$ cat src/rtl/exc_commit_unit_if.sv
// Bundle of pipeline-side lane signals and CP0/fetch-side results for exc_commit_unit.
// The master modport is the pipeline/bench side, and the slave modport is the commit unit.
interface exc_commit_unit_if #(
    parameter int LANES  = 2,
    parameter int ADDR_W = 32
);
    logic [LANES-1:0]        lane_valid;
    logic [14*LANES-1:0]     lane_exc;
    logic [ADDR_W*LANES-1:0] lane_pc;
    logic [ADDR_W*LANES-1:0] lane_mem_addr;
    logic [LANES-1:0]        lane_is_store;
    logic [LANES-1:0]        lane_is_branch;
    logic                    lane0_in_ds;
    logic                    status_exl;
    logic                    int_req;
    logic [ADDR_W-1:0]       cp0_epc_in;
    logic                    redirect_ready;

    logic [LANES-1:0]        commit_mask;
    logic                    redirect_valid;
    logic [ADDR_W-1:0]       redirect_pc;
    logic                    flush;
    logic                    cp0_wen;
    logic [ADDR_W-1:0]       cp0_epc;
    logic                    cp0_bd;
    logic [4:0]              cp0_exccode;
    logic                    cp0_badvaddr_wen;
    logic [ADDR_W-1:0]       cp0_badvaddr;
    logic                    cp0_exl_clear;
    logic                    busy;

    modport master (
        output lane_valid, lane_exc, lane_pc, lane_mem_addr, lane_is_store,
               lane_is_branch, lane0_in_ds, status_exl, int_req, cp0_epc_in,
               redirect_ready,
        input  commit_mask, redirect_valid, redirect_pc, flush, cp0_wen, cp0_epc,
               cp0_bd, cp0_exccode, cp0_badvaddr_wen, cp0_badvaddr, cp0_exl_clear,
               busy
    );

    modport slave (
        input  lane_valid, lane_exc, lane_pc, lane_mem_addr, lane_is_store,
               lane_is_branch, lane0_in_ds, status_exl, int_req, cp0_epc_in,
               redirect_ready,
        output commit_mask, redirect_valid, redirect_pc, flush, cp0_wen, cp0_epc,
               cp0_bd, cp0_exccode, cp0_badvaddr_wen, cp0_badvaddr, cp0_exl_clear,
               busy
    );
endinterface

$ cat src/rtl/exc_commit_unit.sv
// Precise-exception/commit arbiter: picks the oldest excepting lane, registers the CP0 update, and redirects fetch.
// Optional macro EXC_INT_SYNC_EN: when defined, int_req passes through a two-flop synchroniser before use.
module exc_commit_unit #(
    parameter int                LANES        = 2,
    parameter int                ADDR_W       = 32,
    parameter logic [ADDR_W-1:0] EXC_VECTOR   = 32'hBFC00380,
    parameter int                DRAIN_CYCLES = 2
) (
    input  logic               clk,
    input  logic               rst_n,
    exc_commit_unit_if.slave   bus
);
    localparam int CNT_W = (DRAIN_CYCLES < 2) ? 1 : $clog2(DRAIN_CYCLES + 1);

    typedef enum logic [1:0] {IDLE, REDIRECT, DRAIN} state_t;

    state_t                      r_state;
    state_t                      w_nextState;
    logic [CNT_W-1:0]            r_cnt;

    logic                        r_redirectValid;
    logic [ADDR_W-1:0]           r_redirectPc;
    logic                        r_flush;
    logic                        r_cp0Wen;
    logic [ADDR_W-1:0]           r_epc;
    logic                        r_bd;
    logic [4:0]                  r_exccode;
    logic                        r_badvWen;
    logic [ADDR_W-1:0]           r_badv;
    logic                        r_exlClear;

    logic                        w_intReq;
    logic [LANES:0]              w_prevBr;
    logic [ADDR_W*(LANES+1)-1:0] w_prevPc;
    logic [LANES-1:0]            w_excLane;
    logic [LANES-1:0]            w_mask;
    logic                        w_found;
    logic                        w_isEret;
    logic [4:0]                  w_code;
    logic                        w_badvWen;
    logic [ADDR_W-1:0]           w_badv;
    logic [ADDR_W-1:0]           w_epc;
    logic                        w_bd;
    logic [13:0]                 w_flags;
    logic                        w_takeInt;
    logic                        w_blocked;
    logic                        w_unused;

`ifdef EXC_INT_SYNC_EN
    logic r_intMeta;
    logic r_intSync;

    always_ff @(posedge clk or negedge rst_n) begin
        if (!rst_n) begin
            r_intMeta <= 1'b0;
            r_intSync <= 1'b0;
        end else begin
            r_intMeta <= bus.int_req;
            r_intSync <= r_intMeta;
        end
    end

    assign w_intReq = r_intSync;
`else
    assign w_intReq = bus.int_req;
`endif

    // Slot i holds lane i's predecessor: lane 0's predecessor is the delay-slot branch at pc-4.
    assign w_prevBr = {bus.lane_is_branch, bus.lane0_in_ds};
    assign w_prevPc = {bus.lane_pc, bus.lane_pc[ADDR_W-1:0] - ADDR_W'(4)};
    assign w_unused = ^{bus.lane_exc, w_prevBr[LANES], w_prevPc[ADDR_W*LANES +: ADDR_W]};

    // Descending scan so the lowest-index (oldest) excepting lane is the one left selected.
    always_comb begin
        w_found   = 1'b0;
        w_isEret  = 1'b0;
        w_code    = 5'd0;
        w_badvWen = 1'b0;
        w_badv    = '0;
        w_epc     = '0;
        w_bd      = 1'b0;
        w_excLane = '0;
        w_flags   = '0;
        w_takeInt = 1'b0;
        for (int i = LANES - 1; i >= 0; i--) begin
            w_flags   = bus.lane_exc[14*i +: 14];
            w_takeInt = (i == 0) && w_intReq && !bus.status_exl;
            if (bus.lane_valid[i] && (w_takeInt || (|w_flags[7:1]))) begin
                w_excLane[i] = 1'b1;
                w_found      = 1'b1;
                w_bd         = w_prevBr[i];
                w_epc        = w_prevBr[i] ? w_prevPc[ADDR_W*i +: ADDR_W]
                                           : bus.lane_pc[ADDR_W*i +: ADDR_W];
                w_isEret     = 1'b0;
                w_badvWen    = 1'b0;
                w_badv       = '0;
                if (w_takeInt) begin
                    w_code = 5'd0;
                end else if (w_flags[6]) begin
                    w_code    = 5'd4;
                    w_badvWen = 1'b1;
                    w_badv    = bus.lane_pc[ADDR_W*i +: ADDR_W];
                end else if (w_flags[2]) begin
                    w_code = 5'h0a;
                end else if (w_flags[1]) begin
                    w_code = 5'h0c;
                end else if (w_flags[3]) begin
                    w_code = 5'd8;
                end else if (w_flags[4]) begin
                    w_code = 5'd9;
                end else if (w_flags[5]) begin
                    w_isEret = 1'b1;
                    w_code   = 5'd0;
                end else begin
                    w_code    = bus.lane_is_store[i] ? 5'd5 : 5'd4;
                    w_badvWen = 1'b1;
                    w_badv    = bus.lane_mem_addr[ADDR_W*i +: ADDR_W];
                end
            end
        end
    end

    always_comb begin
        w_mask    = '0;
        w_blocked = 1'b0;
        for (int i = 0; i < LANES; i++) begin
            if (w_excLane[i]) begin
                w_blocked = 1'b1;
            end
            w_mask[i] = bus.lane_valid[i] && !w_blocked;
        end
    end

    always_ff @(posedge clk or negedge rst_n) begin
        if (!rst_n) begin
            r_state <= IDLE;
        end else begin
            r_state <= w_nextState;
        end
    end

    always_comb begin
        w_nextState = r_state;
        case (r_state)
            IDLE:     if (w_found)              w_nextState = REDIRECT;
            REDIRECT: if (bus.redirect_ready)   w_nextState = DRAIN;
            DRAIN:    if (r_cnt == CNT_W'(1))   w_nextState = IDLE;
            default:                            w_nextState = IDLE;
        endcase
    end

    // Strobes default low every cycle so each one lasts exactly the cycle after the exception is taken.
    always_ff @(posedge clk or negedge rst_n) begin
        if (!rst_n) begin
            r_cnt           <= '0;
            r_redirectValid <= 1'b0;
            r_redirectPc    <= '0;
            r_flush         <= 1'b0;
            r_cp0Wen        <= 1'b0;
            r_epc           <= '0;
            r_bd            <= 1'b0;
            r_exccode       <= 5'd0;
            r_badvWen       <= 1'b0;
            r_badv          <= '0;
            r_exlClear      <= 1'b0;
        end else begin
            r_flush    <= 1'b0;
            r_cp0Wen   <= 1'b0;
            r_badvWen  <= 1'b0;
            r_exlClear <= 1'b0;
            case (r_state)
                IDLE: begin
                    if (w_found) begin
                        r_flush         <= 1'b1;
                        r_redirectValid <= 1'b1;
                        if (w_isEret) begin
                            r_redirectPc <= bus.cp0_epc_in;
                            r_exlClear   <= 1'b1;
                        end else begin
                            r_redirectPc <= EXC_VECTOR;
                            r_cp0Wen     <= 1'b1;
                            r_epc        <= w_epc;
                            r_bd         <= w_bd;
                            r_exccode    <= w_code;
                            if (w_badvWen) begin
                                r_badvWen <= 1'b1;
                                r_badv    <= w_badv;
                            end
                        end
                    end
                end
                REDIRECT: begin
                    if (bus.redirect_ready) begin
                        r_redirectValid <= 1'b0;
                        r_cnt           <= CNT_W'(DRAIN_CYCLES);
                    end
                end
                DRAIN: begin
                    r_cnt <= r_cnt - CNT_W'(1);
                end
                default: begin
                    r_cnt <= '0;
                end
            endcase
        end
    end

    assign bus.commit_mask      = (r_state == IDLE) ? w_mask : '0;
    assign bus.redirect_valid   = r_redirectValid;
    assign bus.redirect_pc      = r_redirectPc;
    assign bus.flush            = r_flush;
    assign bus.cp0_wen          = r_cp0Wen;
    assign bus.cp0_epc          = r_epc;
    assign bus.cp0_bd           = r_bd;
    assign bus.cp0_exccode      = r_exccode;
    assign bus.cp0_badvaddr_wen = r_badvWen;
    assign bus.cp0_badvaddr     = r_badv;
    assign bus.cp0_exl_clear    = r_exlClear;
    assign bus.busy             = (r_state != IDLE);
endmodule

$ cat src/flat_wrapper.sv
// flat-port wrapper written by rule: the top's interface ports become plain ports
module exc_commit_unit_flat 
#(
    parameter int                LANES        = 2,
    parameter int                ADDR_W       = 32,
    parameter logic [ADDR_W-1:0] EXC_VECTOR   = 32'hBFC00380,
    parameter int                DRAIN_CYCLES = 2
)
  (clk, rst_n, bus_lane_valid, bus_lane_exc, bus_lane_pc, bus_lane_mem_addr, bus_lane_is_store, bus_lane_is_branch, bus_lane0_in_ds, bus_status_exl, bus_int_req, bus_cp0_epc_in, bus_redirect_ready, bus_commit_mask, bus_redirect_valid, bus_redirect_pc, bus_flush, bus_cp0_wen, bus_cp0_epc, bus_cp0_bd, bus_cp0_exccode, bus_cp0_badvaddr_wen, bus_cp0_badvaddr, bus_cp0_exl_clear, bus_busy);
  exc_commit_unit_if #(.LANES(LANES), .ADDR_W(ADDR_W)) bus_i ();
  input  logic clk;
  input  logic rst_n;
  input wire logic [$bits(bus_i.lane_valid)-1:0] bus_lane_valid;
  input wire logic [$bits(bus_i.lane_exc)-1:0] bus_lane_exc;
  input wire logic [$bits(bus_i.lane_pc)-1:0] bus_lane_pc;
  input wire logic [$bits(bus_i.lane_mem_addr)-1:0] bus_lane_mem_addr;
  input wire logic [$bits(bus_i.lane_is_store)-1:0] bus_lane_is_store;
  input wire logic [$bits(bus_i.lane_is_branch)-1:0] bus_lane_is_branch;
  input wire logic [$bits(bus_i.lane0_in_ds)-1:0] bus_lane0_in_ds;
  input wire logic [$bits(bus_i.status_exl)-1:0] bus_status_exl;
  input wire logic [$bits(bus_i.int_req)-1:0] bus_int_req;
  input wire logic [$bits(bus_i.cp0_epc_in)-1:0] bus_cp0_epc_in;
  input wire logic [$bits(bus_i.redirect_ready)-1:0] bus_redirect_ready;
  output wire logic [$bits(bus_i.commit_mask)-1:0] bus_commit_mask;
  output wire logic [$bits(bus_i.redirect_valid)-1:0] bus_redirect_valid;
  output wire logic [$bits(bus_i.redirect_pc)-1:0] bus_redirect_pc;
  output wire logic [$bits(bus_i.flush)-1:0] bus_flush;
  output wire logic [$bits(bus_i.cp0_wen)-1:0] bus_cp0_wen;
  output wire logic [$bits(bus_i.cp0_epc)-1:0] bus_cp0_epc;
  output wire logic [$bits(bus_i.cp0_bd)-1:0] bus_cp0_bd;
  output wire logic [$bits(bus_i.cp0_exccode)-1:0] bus_cp0_exccode;
  output wire logic [$bits(bus_i.cp0_badvaddr_wen)-1:0] bus_cp0_badvaddr_wen;
  output wire logic [$bits(bus_i.cp0_badvaddr)-1:0] bus_cp0_badvaddr;
  output wire logic [$bits(bus_i.cp0_exl_clear)-1:0] bus_cp0_exl_clear;
  output wire logic [$bits(bus_i.busy)-1:0] bus_busy;
  assign bus_i.lane_valid = bus_lane_valid;
  assign bus_i.lane_exc = bus_lane_exc;
  assign bus_i.lane_pc = bus_lane_pc;
  assign bus_i.lane_mem_addr = bus_lane_mem_addr;
  assign bus_i.lane_is_store = bus_lane_is_store;
  assign bus_i.lane_is_branch = bus_lane_is_branch;
  assign bus_i.lane0_in_ds = bus_lane0_in_ds;
  assign bus_i.status_exl = bus_status_exl;
  assign bus_i.int_req = bus_int_req;
  assign bus_i.cp0_epc_in = bus_cp0_epc_in;
  assign bus_i.redirect_ready = bus_redirect_ready;
  assign bus_commit_mask = bus_i.commit_mask;
  assign bus_redirect_valid = bus_i.redirect_valid;
  assign bus_redirect_pc = bus_i.redirect_pc;
  assign bus_flush = bus_i.flush;
  assign bus_cp0_wen = bus_i.cp0_wen;
  assign bus_cp0_epc = bus_i.cp0_epc;
  assign bus_cp0_bd = bus_i.cp0_bd;
  assign bus_cp0_exccode = bus_i.cp0_exccode;
  assign bus_cp0_badvaddr_wen = bus_i.cp0_badvaddr_wen;
  assign bus_cp0_badvaddr = bus_i.cp0_badvaddr;
  assign bus_cp0_exl_clear = bus_i.cp0_exl_clear;
  assign bus_busy = bus_i.busy;
  exc_commit_unit #(.LANES(LANES), .ADDR_W(ADDR_W), .EXC_VECTOR(EXC_VECTOR), .DRAIN_CYCLES(DRAIN_CYCLES)) u_core (.clk(clk), .rst_n(rst_n), .bus(bus_i));
endmodule
$ cat config.mk
export PLATFORM = sky130hd
export DESIGN_NAME = exc_commit_unit_flat
export DESIGN_NICKNAME = d
export VERILOG_FILES = /design/src/rtl/exc_commit_unit_if.sv /design/src/rtl/exc_commit_unit.sv /design/src/flat_wrapper.sv
export SDC_FILE = /design/constraint.sdc
export NUM_CORES = 1
export LEC_CHECK = 0
export ABC_AREA = 1
export CELL_PAD_IN_SITES_DETAIL_PLACEMENT = 0
export CELL_PAD_IN_SITES_GLOBAL_PLACEMENT = 1
export CORE_ASPECT_RATIO = 1.4
export CORE_MARGIN = 5
export CORE_UTILIZATION = 30
export CTS_BUF_LIST = sky130_fd_sc_hd__clkbuf_2 sky130_fd_sc_hd__clkbuf_4 sky130_fd_sc_hd__clkbuf_8
export CTS_CLUSTER_DIAMETER = 50
export DETAILED_ROUTE_END_ITERATION = 16
export GPL_TIMING_DRIVEN = 0
export PLACE_DENSITY_LB_ADDON = 0.1
export SLEW_MARGIN = 15
export SYNTH_ARGS = -nofsm -noshare
export SYNTH_HDL_FRONTEND = slang
export SYNTH_SLANG_ARGS = --single-unit
export TNS_END_PERCENT = 100
$ cat constraint.sdc
create_clock -name clk -period 1.8 [get_ports clk]
set_input_delay 0.36 -clock clk [delete_from_list [all_inputs] [get_ports clk]]
set_output_delay 0.36 -clock clk [all_outputs]
set_load 0.02 [all_outputs]
==> flow_summary.toml <==
[worst_setup_path]
start_kind = "primary input"
crit_fanout = 5
arrival_ns = 1.51
crit_type = "in -> out"
worst-endpoint-required_ns = 1.44
end_kind = "output port"

[synthesis]
synth_top_cell_by_area = "dfrtp_1"
synth_top_cells_by_area = "dfrtp_1 38%, nand2_1 25%, nor2_1 8.1%"
ys_seq_area_share_pct = 37.7
synth_common_cells = "494 x nand2_1, 157 x nor2_1, 110 x dfrtp_1, 88 x o21ai_0, 68 x inv_1"
ys.flop_type = "dfrtp_1"
avgSynthCellArea_um2 = 6.33
synthesis.nets = 1359
syn_area_um2 = 7310
synth_top_area_share_pct = 37.7
yosys_warnings = 0
synthDistinctLibCells = 36
async_reset_ff_share_pct = 100
syn_inst = 1154
yosys_register_bits = 110
synth.most_common_cell = "nand2_1"
synth_edf_count = 0

[route]
vias = 8376
ant_nets = 0
routedWlPerCell_um = 17.5
dr.pass1.iters = 6
via_per_inst = 4.60
drcViolationCount = 0
drtIter0Drc = 387
wirelength_mm = 31.8

[timing]
hold_viol_final = 0
rsz0062_at_grt = "yes"
period_share_pct = 104
maxSlewHeadroom_pct = 53.7
final.setup_skew_ns = 0.0126
setup_viol = 22
maxClockFrequency_mhz = 535
period_needed_ns = 1.87
fin_tns_setup_ns = -0.517
tightest_slew_ns = 0.694
timing.final.ws_setup_ns = -0.0706
slew_viol_final = 0

[power]
pwr-share-clk_pct = 11.1
ir_worst_vdd_mv = 0.657
p_seq_share_pct = 30.6
p_sw_w = 0.00578
p_per_area_nw_per_um2 = 1160
swShare_pct = 42.9
p_total_w = 0.0135
pwr-share-comb_pct = 58.3
power.static_leakage_nw = 6.16
p_int_w = 0.00769

[clock_tree]
cts_htree_levels = 3
clk_pin_slew_ns = 0.11
cts_tree = "done"
cts.path.max_buffers = 2
numCtsBuffers = 9
clk_latency_ns = 0.41
cts_root_buf = "clkbuf_8"
cts.sinks = 110

[grt]
busiest_layer = "met2"
antenna_found_initial = 3
gr-usage-met2_pct = 40.3
gr-usage-met1_pct = 26.1
track_usage_pct = 22.3
grt_start_max_net_pins = 61
grt-ovfl-total = 0
grt_first_pass_wirelength_mm = 48.0
grtUsageMet3_pct = 4.67
grt_pass1_vias = 8686

[run_status]
outcome = "finished with violations"
failed_checks = "negative setup slack"

[worst_hold_path]
worstHoldPathType = "in -> reg"

[cells_and_area]
fillers = 2558
drive_above_1_share_pct = 11.3
stdcell_count = 1819
syn_to_final_growth_pct = 59.4
final_core_util_pct = 48.6
layout.nets = 1707

[placed_design]
dp_cells = 1755
place_ws_ns = -1.10
place_hpwl_mm = 24.8
gp_congestion = 0.903
io_buffers = 290

[floorplanning]
core_area_um2 = 24000
dieHeight_um = 195
die_area_um2 = 27600
start_util_pct = 30.5
core.rowCount = 67
io_pins = 310
die_w_um = 142

[flow_run]
maxCapViolations = 0
==> cells by family (layout without fill, tap and decap cells) <==
kind of cell	after synthesis	after routing	share of synthesized area (%)
AOI/OAI and AO/OA	158	158	11.3
xor gates and xnor gates	7	7	0.839
adders and majority gates	5	5	0.856
buffers and inverters	133	486	8.60
DFF	110	110	37.7
other	1	3	0.0513
and+or+nand+nor	740	740	40.7
==> final timing paths <==
path | startpoint | end | slack, ns | cells after the start
worst max-delay path | bus_lane_exc[2] | bus_commit_mask[1] | -0.07 | 10
min in group asynchronous | rst_n | u_core.bus.redirect_pc[5] | 0.45 | 2
worst min-delay path | bus_lane0_in_ds | u_core.bus.cp0_bd | 0.39 | 3
max in group asynchronous | rst_n | u_core.bus.cp0_epc[18] | 0.64 | 3
worst min register to register | u_core.bus.cp0_epc[8] | u_core.bus.cp0_epc[8] | 0.48 | 2
worst max register to register | u_core.r_state[0] | u_core.bus.cp0_epc[31] | -0.04 | 9
==> cells in the final DEF (no fill, tap or decap), drive strengths merged, types with 7 or more instances in the layout <==
cell           instances
inv                   73
nand4                  8
clkbuf                37
xor2                   7
dlygate4sd2           30
buf                   82
a21oi                 34
dlymetal6s2s          43
o21ai                118
nor2                 165
nand3                 57
nand2                501
clkdlybuf4s50        211
dfrtp                110
==> metrics by stage <==
step / cell area [µm²] / hold WS [ns]
floorplan: 7310 / 0.0644
global placement: 10600 / 0.461
detailed placement: 10600 / 0.354
CTS: 11100 / 0.393
global route: 11600 / 0.360
finish: 11600 / 0.388
==> worst max-delay path: stages <==
cell	delay, ns
dlygate4sd2_1	0.28
inv_2	0.08
nand2_4	0.06
nor2_4	0.12
nand2_4	0.08
nand2_8	0.09
buf_12	0.11
nand3_4	0.06
nor2_1	0.10
buf_4	0.16
==> registers in the layout, indices dropped and copies added (netlist names) <==
register	count
u_core.bus.cp0_badvaddr	32
u_core.bus.cp0_epc	32
u_core.bus.redirect_pc	32
u_core.bus.cp0_exccode	4
u_core.r_cnt	2
u_core.r_state	2
u_core.bus.cp0_badvaddr_wen	1
u_core.bus.cp0_bd	1
u_core.bus.cp0_exl_clear	1
u_core.bus.cp0_wen	1
u_core.bus.flush	1
u_core.bus.redirect_valid	1
==> cell type report <==
| cell class | instances | area [µm²] | share of cell area, % |
|---|---|---|---|
| inverters | 74 | 302 | 2.59 |
| plain buffers | 59 | 457 | 3.92 |
| clock buffers | 10 | 131 | 1.13 |
| diodes | 2 | 5.00 | 0.0430 |
| multi-input cells | 911 | 4090 | 35.2 |
| clock inverters | 6 | 47.5 | 0.408 |
| flip-flops and latches | 110 | 2750 | 23.6 |
| well taps | 310 | 388 | 3.33 |
| repair buffers | 337 | 3470 | 29.8 |
==> per-layer routing <==
layer / vias up / part of all wire [%]
met5: - / 0.041
met4: 2 / 2.2
met3: 36 / 5.8
met2: 235 / 52
met1: 3780 / 40
li1: 4323 / -
==> power groups by stage <==
stage | Sequential (W) | Combinational, W | Clock, W
CTS | 0.00414 | 0.00742 | 0.00159
global route | 0.00428 | 0.00848 | 0.00166
finish | 0.00412 | 0.00785 | 0.00150
detailed placement | 0.00419 | 0.00728 | 0
global placement | 0.00417 | 0.00725 | 0
floorplan | 0.00548 | 0.00233 | 0
==> repair_timing <==
item	in CTS	in global routing
pin swaps	17	12
setup endpoints to repair	118	138
buffers inserted	25	14
hold endpoints to repair	50	0
gates cloned	0	6
hold buffers	1	0
gates resized for setup	95	106
Note: power is estimated with default switching activity, not from simulation.
